### src/rtl/alu_issue_ctrl_if.sv
// Request/retire channel between decode and the ALU issue controller.
// master = requester, slave = alu_issue_ctrl.
interface alu_issue_ctrl_if #(
    parameter int REG_AW = 3
);
    logic              req_valid;
    logic              req_ready;
    logic [5:0]        req_opcode;
    logic [REG_AW-1:0] req_dst;
    logic [REG_AW-1:0] req_src_a;
    logic [REG_AW-1:0] req_src_b;
    logic              req_use_imm;
    logic [15:0]       req_imm;
    logic              done;
    logic [15:0]       done_result;
    logic              err_div0;

    modport master (
        output req_valid, req_opcode, req_dst,
        output req_src_a, req_src_b,
        output req_use_imm, req_imm,
        input  req_ready, done, done_result, err_div0
    );

    modport slave (
        input  req_valid, req_opcode, req_dst,
        input  req_src_a, req_src_b,
        input  req_use_imm, req_imm,
        output req_ready, done, done_result, err_div0
    );
endinterface

### src/rtl/alu_issue_ctrl.sv
// ALU issue controller: regfile, operand latch, ALU drive, writeback.
// Optional ALU_ISSUE_BYPASS_EN: accept in WB with result forwarding.
`ifndef ALU_NOP
`define ALU_NOP 6'h00
`define ALU_ADD 6'h01
`define ALU_SUB 6'h02
`define ALU_AND 6'h03
`define ALU_OR  6'h04
`define ALU_XOR 6'h05
`define ALU_NOT 6'h06
`define ALU_INC 6'h07
`define ALU_DEC 6'h08
`define ALU_SHL 6'h09
`define ALU_SHR 6'h0A
`define ALU_MUL 6'h0B
`define ALU_DIV 6'h0C
`define ALU_MOD 6'h0D
`define ALU_CMP 6'h0E
`define ALU_TST 6'h0F
`define ALU_MOV 6'h10
`endif

module alu_issue_ctrl #(
    parameter int NREGS  = 8,
    parameter int REG_AW = 3
) (
    input  logic              clk,
    input  logic              rst_n,
    alu_issue_ctrl_if.slave   req,
    output logic [15:0]       alu_A,
    output logic [15:0]       alu_B,
    output logic [5:0]        alu_opcode,
    output logic              alu_enable,
    input  logic [15:0]       alu_Result,
    input  logic [3:0]        alu_flags,
    output logic [3:0]        flag_reg,
    input  logic [REG_AW-1:0] dbg_addr,
    output logic [15:0]       dbg_data
);

    typedef enum logic [1:0] {
        IDLE = 2'd0,
        EXEC = 2'd1,
        WB   = 2'd2
    } state_t;

    state_t            state;
    logic [15:0]       rf [NREGS];
    logic [REG_AW-1:0] dst_q;
    logic [15:0]       res_q;
    logic [3:0]        flg_q;
    logic              div0_q;
    logic              rdy_q;
    logic              done_q;
    logic              err_q;
    logic [15:0]       dres_q;

    logic              accept;
    logic              wb_reg;
    logic              wb_flg;
    logic              ex_div0;
    logic [5:0]        op_n;
    logic [15:0]       opa;
    logic [15:0]       opb;

    assign req.req_ready   = rdy_q;
    assign req.done        = done_q;
    assign req.done_result = dres_q;
    assign req.err_div0    = err_q;

    assign accept = req.req_valid && rdy_q;

    // Unknown opcodes are issued to the ALU as NOP.
    always_comb begin
        op_n = `ALU_NOP;
        case (req.req_opcode)
            `ALU_ADD, `ALU_SUB, `ALU_AND, `ALU_OR,
            `ALU_XOR, `ALU_NOT, `ALU_INC, `ALU_DEC,
            `ALU_SHL, `ALU_SHR, `ALU_MUL, `ALU_DIV,
            `ALU_MOD, `ALU_CMP, `ALU_TST, `ALU_MOV:
                op_n = req.req_opcode;
            default:
                op_n = `ALU_NOP;
        endcase
    end

    assign wb_reg = (state == WB) && !div0_q
                 && (alu_opcode != `ALU_CMP)
                 && (alu_opcode != `ALU_TST)
                 && (alu_opcode != `ALU_NOP)
                 && (dst_q != '0);

    assign wb_flg = (state == WB) && !div0_q
                 && (alu_opcode != `ALU_NOP);

    assign ex_div0 = ((alu_opcode == `ALU_DIV)
                   || (alu_opcode == `ALU_MOD))
                  && (alu_B == 16'h0000);

    always_comb begin
        opa = (req.req_src_a == '0) ? 16'h0 : rf[req.req_src_a];
        opb = (req.req_src_b == '0) ? 16'h0 : rf[req.req_src_b];
`ifdef ALU_ISSUE_BYPASS_EN
        // wb_reg already excludes dst 0, so R0 never forwards.
        if (wb_reg && (req.req_src_a == dst_q))
            opa = res_q;
        if (wb_reg && (req.req_src_b == dst_q))
            opb = res_q;
`endif
        if (req.req_use_imm)
            opb = req.req_imm;
    end

    assign dbg_data = (dbg_addr == '0) ? 16'h0 : rf[dbg_addr];

    always_ff @(posedge clk or negedge rst_n) begin
        if (!rst_n) begin
            for (int i = 0; i < NREGS; i++)
                rf[i] <= 16'h0;
        end else if (wb_reg) begin
            rf[dst_q] <= res_q;
        end
    end

    always_ff @(posedge clk or negedge rst_n) begin
        if (!rst_n) begin
            state      <= IDLE;
            rdy_q      <= 1'b1;
            alu_A      <= 16'h0;
            alu_B      <= 16'h0;
            alu_opcode <= `ALU_NOP;
            alu_enable <= 1'b0;
            dst_q      <= '0;
            res_q      <= 16'h0;
            flg_q      <= 4'h0;
            div0_q     <= 1'b0;
            done_q     <= 1'b0;
            dres_q     <= 16'h0;
            err_q      <= 1'b0;
            flag_reg   <= 4'h0;
        end else begin
            done_q <= 1'b0;
            err_q  <= 1'b0;
            unique case (state)
                IDLE: begin
                    if (accept) begin
                        alu_A      <= opa;
                        alu_B      <= opb;
                        alu_opcode <= op_n;
                        dst_q      <= req.req_dst;
                        alu_enable <= 1'b1;
                        rdy_q      <= 1'b0;
                        state      <= EXEC;
                    end
                end
                EXEC: begin
                    res_q      <= alu_Result;
                    flg_q      <= alu_flags;
                    div0_q     <= ex_div0;
                    done_q     <= 1'b1;
                    err_q      <= ex_div0;
                    dres_q     <= ex_div0 ? 16'hFFFF : alu_Result;
                    alu_enable <= 1'b0;
`ifdef ALU_ISSUE_BYPASS_EN
                    rdy_q      <= 1'b1;
`else
                    rdy_q      <= 1'b0;
`endif
                    state      <= WB;
                end
                WB: begin
                    if (wb_flg)
                        flag_reg <= flg_q;
`ifdef ALU_ISSUE_BYPASS_EN
                    if (accept) begin
                        alu_A      <= opa;
                        alu_B      <= opb;
                        alu_opcode <= op_n;
                        dst_q      <= req.req_dst;
                        alu_enable <= 1'b1;
                        rdy_q      <= 1'b0;
                        state      <= EXEC;
                    end else begin
                        rdy_q <= 1'b1;
                        state <= IDLE;
                    end
`else
                    rdy_q <= 1'b1;
                    state <= IDLE;
`endif
                end
                default: begin
                    rdy_q <= 1'b1;
                    state <= IDLE;
                end
            endcase
        end
    end

endmodule

### src/flat_wrapper.sv
// flat-port wrapper written by rule: the top's interface ports become plain ports
module alu_issue_ctrl_flat 
#(
    parameter int NREGS  = 8,
    parameter int REG_AW = 3
)
  (clk, rst_n, alu_A, alu_B, alu_opcode, alu_enable, alu_Result, alu_flags, flag_reg, dbg_addr, dbg_data, req_req_valid, req_req_opcode, req_req_dst, req_req_src_a, req_req_src_b, req_req_use_imm, req_req_imm, req_req_ready, req_done, req_done_result, req_err_div0);
  alu_issue_ctrl_if #(.REG_AW(REG_AW)) req_i ();
  input  logic clk;
  input  logic rst_n;
  output logic [15:0] alu_A;
  output logic [15:0] alu_B;
  output logic [5:0] alu_opcode;
  output logic alu_enable;
  input  logic [15:0] alu_Result;
  input  logic [3:0] alu_flags;
  output logic [3:0] flag_reg;
  input  logic [REG_AW-1:0] dbg_addr;
  output logic [15:0] dbg_data;
  input wire logic [$bits(req_i.req_valid)-1:0] req_req_valid;
  input wire logic [$bits(req_i.req_opcode)-1:0] req_req_opcode;
  input wire logic [$bits(req_i.req_dst)-1:0] req_req_dst;
  input wire logic [$bits(req_i.req_src_a)-1:0] req_req_src_a;
  input wire logic [$bits(req_i.req_src_b)-1:0] req_req_src_b;
  input wire logic [$bits(req_i.req_use_imm)-1:0] req_req_use_imm;
  input wire logic [$bits(req_i.req_imm)-1:0] req_req_imm;
  output wire logic [$bits(req_i.req_ready)-1:0] req_req_ready;
  output wire logic [$bits(req_i.done)-1:0] req_done;
  output wire logic [$bits(req_i.done_result)-1:0] req_done_result;
  output wire logic [$bits(req_i.err_div0)-1:0] req_err_div0;
  assign req_i.req_valid = req_req_valid;
  assign req_i.req_opcode = req_req_opcode;
  assign req_i.req_dst = req_req_dst;
  assign req_i.req_src_a = req_req_src_a;
  assign req_i.req_src_b = req_req_src_b;
  assign req_i.req_use_imm = req_req_use_imm;
  assign req_i.req_imm = req_req_imm;
  assign req_req_ready = req_i.req_ready;
  assign req_done = req_i.done;
  assign req_done_result = req_i.done_result;
  assign req_err_div0 = req_i.err_div0;
  alu_issue_ctrl #(.NREGS(NREGS), .REG_AW(REG_AW)) u_core (.clk(clk), .rst_n(rst_n), .req(req_i), .alu_A(alu_A), .alu_B(alu_B), .alu_opcode(alu_opcode), .alu_enable(alu_enable), .alu_Result(alu_Result), .alu_flags(alu_flags), .flag_reg(flag_reg), .dbg_addr(dbg_addr), .dbg_data(dbg_data));
endmodule
### config.mk
export PLATFORM = sky130hd
export DESIGN_NAME = alu_issue_ctrl_flat
export DESIGN_NICKNAME = d
export VERILOG_FILES = /design/src/rtl/alu_issue_ctrl_if.sv /design/src/rtl/alu_issue_ctrl.sv /design/src/flat_wrapper.sv
export SDC_FILE = /design/constraint.sdc
export NUM_CORES = 1
export LEC_CHECK = 0
export CORE_MARGIN = 4
export CORE_UTILIZATION = 60
export DETAILED_ROUTE_END_ITERATION = 7
export GPL_TIMING_DRIVEN = 0
export PLACE_DENSITY = 0.89
export SLEW_MARGIN = 20
export SYNTH_ARGS = -nofsm -noshare
export SYNTH_HDL_FRONTEND = slang
export SYNTH_SLANG_ARGS = --single-unit
### constraint.sdc
create_clock -name clk -period 10.2 [get_ports clk]
set_input_delay 3.06 -clock clk [delete_from_list [all_inputs] [get_ports clk]]
set_output_delay 3.06 -clock clk [all_outputs]
set_load 0.02 [all_outputs]
; Word-level counts from Yosys, hierarchy flattened
; Cells that the tools add are included.
[op_classes]
mux = 26
n_reduce_logical = 23
bitwise = 4
n_lt_le_gt_ge = 5
eq_ne = 23
[op_table]
columns = op, n
row1 = 2-to-1 mux 16 bit, 12
row2 = binary-select mux 16 bit (select 3 bit), 3
row3 = bitwise mux 128 bit, 1
row4 = "equality test 6 x 4 -> 1 bit, second input constant", 10
row5 = demux 16 bit (select 3 bit), 1
row6 = "equality test 6 x 3 -> 1 bit, second input constant", 4
row7 = ">= comparator 4 bit, second input constant", 4
row8 = logical NOT 16 bit, 1
row9 = inverter 3 -> 4 bit, 4
row10 = OR reduction 16 bit, 1
row11 = "equality test 6 x 2 -> 1 bit, second input constant", 2
row12 = "!= test 6 x 4 -> 1 bit, second input constant", 2
row13 = logical AND 1 bit, 9
row14 = logical NOT 3 bit, 3
row15 = "equality test 6 x 1 -> 1 bit, second input constant", 1
row16 = "equality test 6 x 5 -> 1 bit, second input constant", 1
row17 = 2-to-1 mux 6 bit, 1
row18 = AND reduction 2 bit, 3
row19 = nonzero test 6 bit, 1
row20 = "less-than comparator 4 x 1 -> 1 bit, second input constant", 1
row21 = 2-to-1 mux 1 bit, 4
row22 = case mux 1 bit (2 select lines), 2
row23 = case mux 2 bit (2 select lines), 1
row24 = nonzero test 3 bit, 1
row25 = 8 further kinds, 8
[word_totals]
wordCells = 103
regBits = 216
input_bits = 58
out_inout_bits = 78

; Depth between registers and ports, before layout
[logic_depth]
ltp_word = 6
mapped_depth = 6
ltp_nobuf = 5

; Least setup slack after synthesis
; OpenSTA, ideal clock, no wires.
[synth_path]
path_type = input port to output port
from = input port dbg_addr[0]
to = output port dbg_data[11]
t_arrival_ps = 4582
path_slack_ps = 2558
path_buffers = 2
path_stages = 5
required_ps = 7140
cell_sequence = clkbuf_1 buf_1 mux4_2 nand2_1 o21ai_0
[synth_between]
elab_chain_cells = 5
elab_cells_between_ends = 6
cone_classes = mux (4) / bitwise (1) / reduce/logical (1)
[synth_rtl]
columns = item, line
row1 = "start, declared", flat_wrapper.sv:18  ; input logic [REG_AW-1:0] dbg_addr;
row2 = inverter 3 -> 4 bit (not written as such), alu_issue_ctrl.sv:114  ; assign dbg_data = (dbg_addr == '0) ? 16'h0 : rf[dbg_addr];
row3 = binary-select mux 16 bit (select 3 bit), alu_issue_ctrl.sv:114
row4 = 2-to-1 mux 16 bit (not written as such) (2 in a row), alu_issue_ctrl.sv:114
row5 = 2-to-1 mux 16 bit *, alu_issue_ctrl.sv:114
row6 = "end, declared", flat_wrapper.sv:19  ; output logic [15:0] dbg_data;
; Mark *: on every way between the ends. The rest lies on a longest branch, timed or not. The select of a mux whose other input is x is not followed.

; Worst setup path in the final report
[layout_path]
from = input port dbg_addr[0]
to = output port dbg_data[4]
; The elaborated chain is that of the path after synthesis.

==> run_results.csv <==
group,metric,value,unit
status,status,"finished clean",
pwr,leakage,0.00590,µW
cts,holdBufCountCts,0,
detailed_routing,routed_via_density,6.75,
synth,synth_nets,892,
pwr,p_comb_frac,0.320,
synth,synth_flop_cell,"dfrtp_1",
synth,yosysTopAreaCell,"dfrtp_1",
pwr,seq_power_share,0.435,
cells_and_area,seq_area,0.00501,mm²
worst_setup_path,start_kind,"primary input",
floorplanning,dieArea,0.0196,mm²
synth,synth_edf_count,0,
detailed_routing,via_count,8213,
worst_setup_path,crit_arrival,5.78,ns
detailed_routing,drt-initial-drc-count,1015,
sta,post-route-period-util,0.867,
cts,clock_path_buffers,2,
pwr,switchingPower,1040,µW
synth,ys_warn_count,0,
synth,synthDistinctLibCells,44,
place,port_buffers,129,
synth,synthCells,834,
sta,relSlewSlack,0.327,
cts,h-tree-depth,4,
global_routing,grt_pass1_vias,8493,
worst_setup_path,crit_family,"buffers and inverters",
cts,postCtsSetupRepairBufs,0,
sta,holdWs,0.477,ns
synth,ys_seq_area_frac,0.479,
cts,numClockSinks,200,
synth,synth_top_area_frac,0.476,
detailed_routing,routed_wl,31800,µm
place,gp_congestion,0.924,
cts,insertion_delay,0.44,ns
sta,tightest_slew,1.01,ns
cells_and_area,syn_to_final_growth,21.8,%
sta,drv_slew,0,
global_routing,gr-total-overflow,0,
pwr,ir_worst_vdd,156,µV
worst_setup_path,crit_required,7.14,ns
worst_setup_path,crit_buf_inv,3,
sta,fmax,113,MHz
cts,cts_tree,"built",
floorplanning,start_util,0.621,
cells_and_area,largest_register_ffs,112,
global_routing,grt_use_total,0.326,
min_path,hold_path.class,"flop to flop",
detailed_routing,firstDrtPassIters,6,
cells_and_area,diodes,0,
worst_setup_path,worstPathCellList,"clkbuf_1 -> nor2b_1 -> clkbuf_1 -> a22oi_1 -> o21ai_0 -> clkdlybuf4s50_1",
cts,clkTransAtPathRegs,0.07,ns
worst_setup_path,endpoint_kind,"primary output",
cells_and_area,final_nets,1042,
cells_and_area,fin_cells,1217,
cells_and_area,multi_input_area,0.00512,mm²
global_routing,grt_pass1_wl,48800,µm
detailed_routing,drc_errors,0,
floorplanning,core_area,0.0168,mm²
sta,finalHoldViolCount,0,
worst_setup_path,crit_type,"primary input to primary output",
worst_setup_path,timing.critical_path.mode_cell,"clkbuf_1",
synth,synthMostInstantiatedCell,"dfrtp_1",
sta,rsz0062_at_grt,"no",
floorplanning,die_h,140,µm
synth,synth_commonest_cells,"dfrtp_1 (199), nand2_1 (138), mux2_2 (112), mux2_4 (50), mux4_2 (48)",
pwr,netSwitchingFraction,0.346,
cells_and_area,drive_above_1_share,0.273,
place,dp_cells,1185,
cts,numCtsBuffers,17,
cts,cts_root_buf,"clkbuf_16",
job,drv_cap,0,
sta,fin_skew,0.0110,ns
sta,setup-violations-final,0,
cells_and_area,num-fill-cells,1065,
pwr,pwr-share-clk,0.245,
global_routing,antenna_found_initial,0,
detailed_routing,wl_per_cell,26.2,µm
global_routing,grt_max_degree,89,
detailed_routing,ant_nets,0,
synth,yosys-top-cells-area,"dfrtp_1 (48%), mux2_2 (12%), mux4_2 (10%)",
place,dp_hpwl,21400,µm
pwr,p_int,1970,µW
cts,ctsResizeCount,0,
worst_setup_path,cp_slowest_cell,"clkdlybuf4s50_1",
synth,syn_area,0.0105,mm²
place,placed_area,0.0121,mm²
pwr,power_density,237,mW/mm²
synth,ys_ff_latch,200,
worst_setup_path,critPathMaxFanout,10,
floorplanning,rows,47,
sta,period_needed,8.84,ns
synth,synthArstFlopShare,1.00,
floorplanning,die_w,140,µm
cells_and_area,final_area,0.0127,mm²
synth,syn_avg_cell_area,12.5,µm²
worst_setup_path,crit_path_max_incr_delay,0.69,ns
cells_and_area,regMostFlops,"u_core.rf",
floorplanning,io_pins,136,
kinds of logic (layout without fill, tap and decap cells):
family / count (synthesis) / after routing / share of synthesized area
buffers and inverters: 68 / 231 / 0.0306
DFF: 200 / 200 / 0.479
AOI/OAI and AO/OA: 116 / 116 / 0.0806
muxes: 212 / 212 / 0.298
and+or+nand+nor: 238 / 238 / 0.112
placed cells by master, fill, tap and decap left out, types with 2 or more instances in the layout:
master | Yosys | final
mux2_4 | 50 | 50
nand4_4 | 3 | 3
nand4b_4 | 2 | 2
dfrtp_1 | 199 | 199
and3_1 | 4 | 4
o21ai_0 | 26 | 26
buf_6 | 7 | 7
buf_16 | 0 | 2
a211oi_1 | 8 | 8
nor2b_1 | 22 | 22
o21ai_1 | 2 | 2
clkdlybuf4s50_1 | 0 | 128
or3_1 | 7 | 7
mux2_2 | 112 | 112
mux4_2 | 48 | 48
inv_1 | 7 | 7
or4_1 | 2 | 2
clkbuf_16 | 0 | 17
inv_6 | 0 | 2
a2bb2oi_1 | 4 | 4
clkinv_2 | 0 | 4
nor3_1 | 2 | 2
nand2_1 | 138 | 138
nor4_1 | 4 | 4
a221oi_1 | 24 | 24
clkbuf_8 | 0 | 4
buf_1 | 4 | 4
bufinv_16 | 0 | 4
o31ai_1 | 20 | 20
nor2_1 | 25 | 25
a22oi_1 | 22 | 22
nand3_1 | 21 | 21
buf_2 | 10 | 10
a21oi_1 | 6 | 6
clkbuf_1 | 39 | 39
tightest hold or removal path, cell delays in order, from the launching register on:
cell	delay (ns)
dfrtp_1	0.34
nand2_1	0.05
nand2_1	0.05
final timing paths:
| check | depth (start not counted) | slack [ns] | from | endpoint |
|---|---|---|---|---|
| min in group asynchronous | 1 | 2.48 | rst_n | u_core.req.done_result[11] |
| hold / removal | 2 | 0.48 | u_core.flg_q[2] | u_core.flg_q[2] |
| max in group asynchronous | 2 | 7.00 | rst_n | u_core.req.req_ready |
| hold reg to reg | 2 | 0.48 | u_core.flg_q[2] | u_core.flg_q[2] |
| setup reg to reg | 6 | 7.77 | u_core.alu_opcode[1] | u_core.req.done_result[11] |
| setup / recovery | 6 | 1.36 | dbg_addr[0] | dbg_data[4] |
through the flow:
stage	setup TNS, ns	power, µW	worst slack [ns]	util
after floorplan	0	1790	2.56	-
after global placement	-406.34	2210	-2.05	0.715
after detailed placement	0	2260	1.55	0.718
after CTS	0	3000	1.45	0.757
after global routing	0	3130	1.33	0.757
final	0	3010	1.36	0.757
power groups by stage:
| stage | combinational (µW) | clock, µW | sequential (µW) |
|---|---|---|---|
| floorplan | 439 | 0 | 1350 |
| global placement | 923 | 0 | 1290 |
| detailed placement | 956 | 0 | 1300 |
| CTS | 966 | 740 | 1300 |
| global route | 1030 | 772 | 1340 |
| finish | 965 | 739 | 1310 |
layout make-up:
type                    instances  share of cell area
plain buffers                  60              0.0228
flip-flops and latches        200               0.393
repair buffers                131               0.106
clock inverters                11              0.0131
inverters                       8             0.00236
multi-input cells             566               0.403
clock buffers                  21              0.0378
well taps                     220              0.0216
routing by layer:
metal | global-route usage | wire (µm)
met1 | 0.413 | 11800
met2 | 0.512 | 14900
met3 | 0.0917 | 3460
met4 | 0.176 | 1750
met5 | 0 | 0
(Power assumes the default switching activity.)
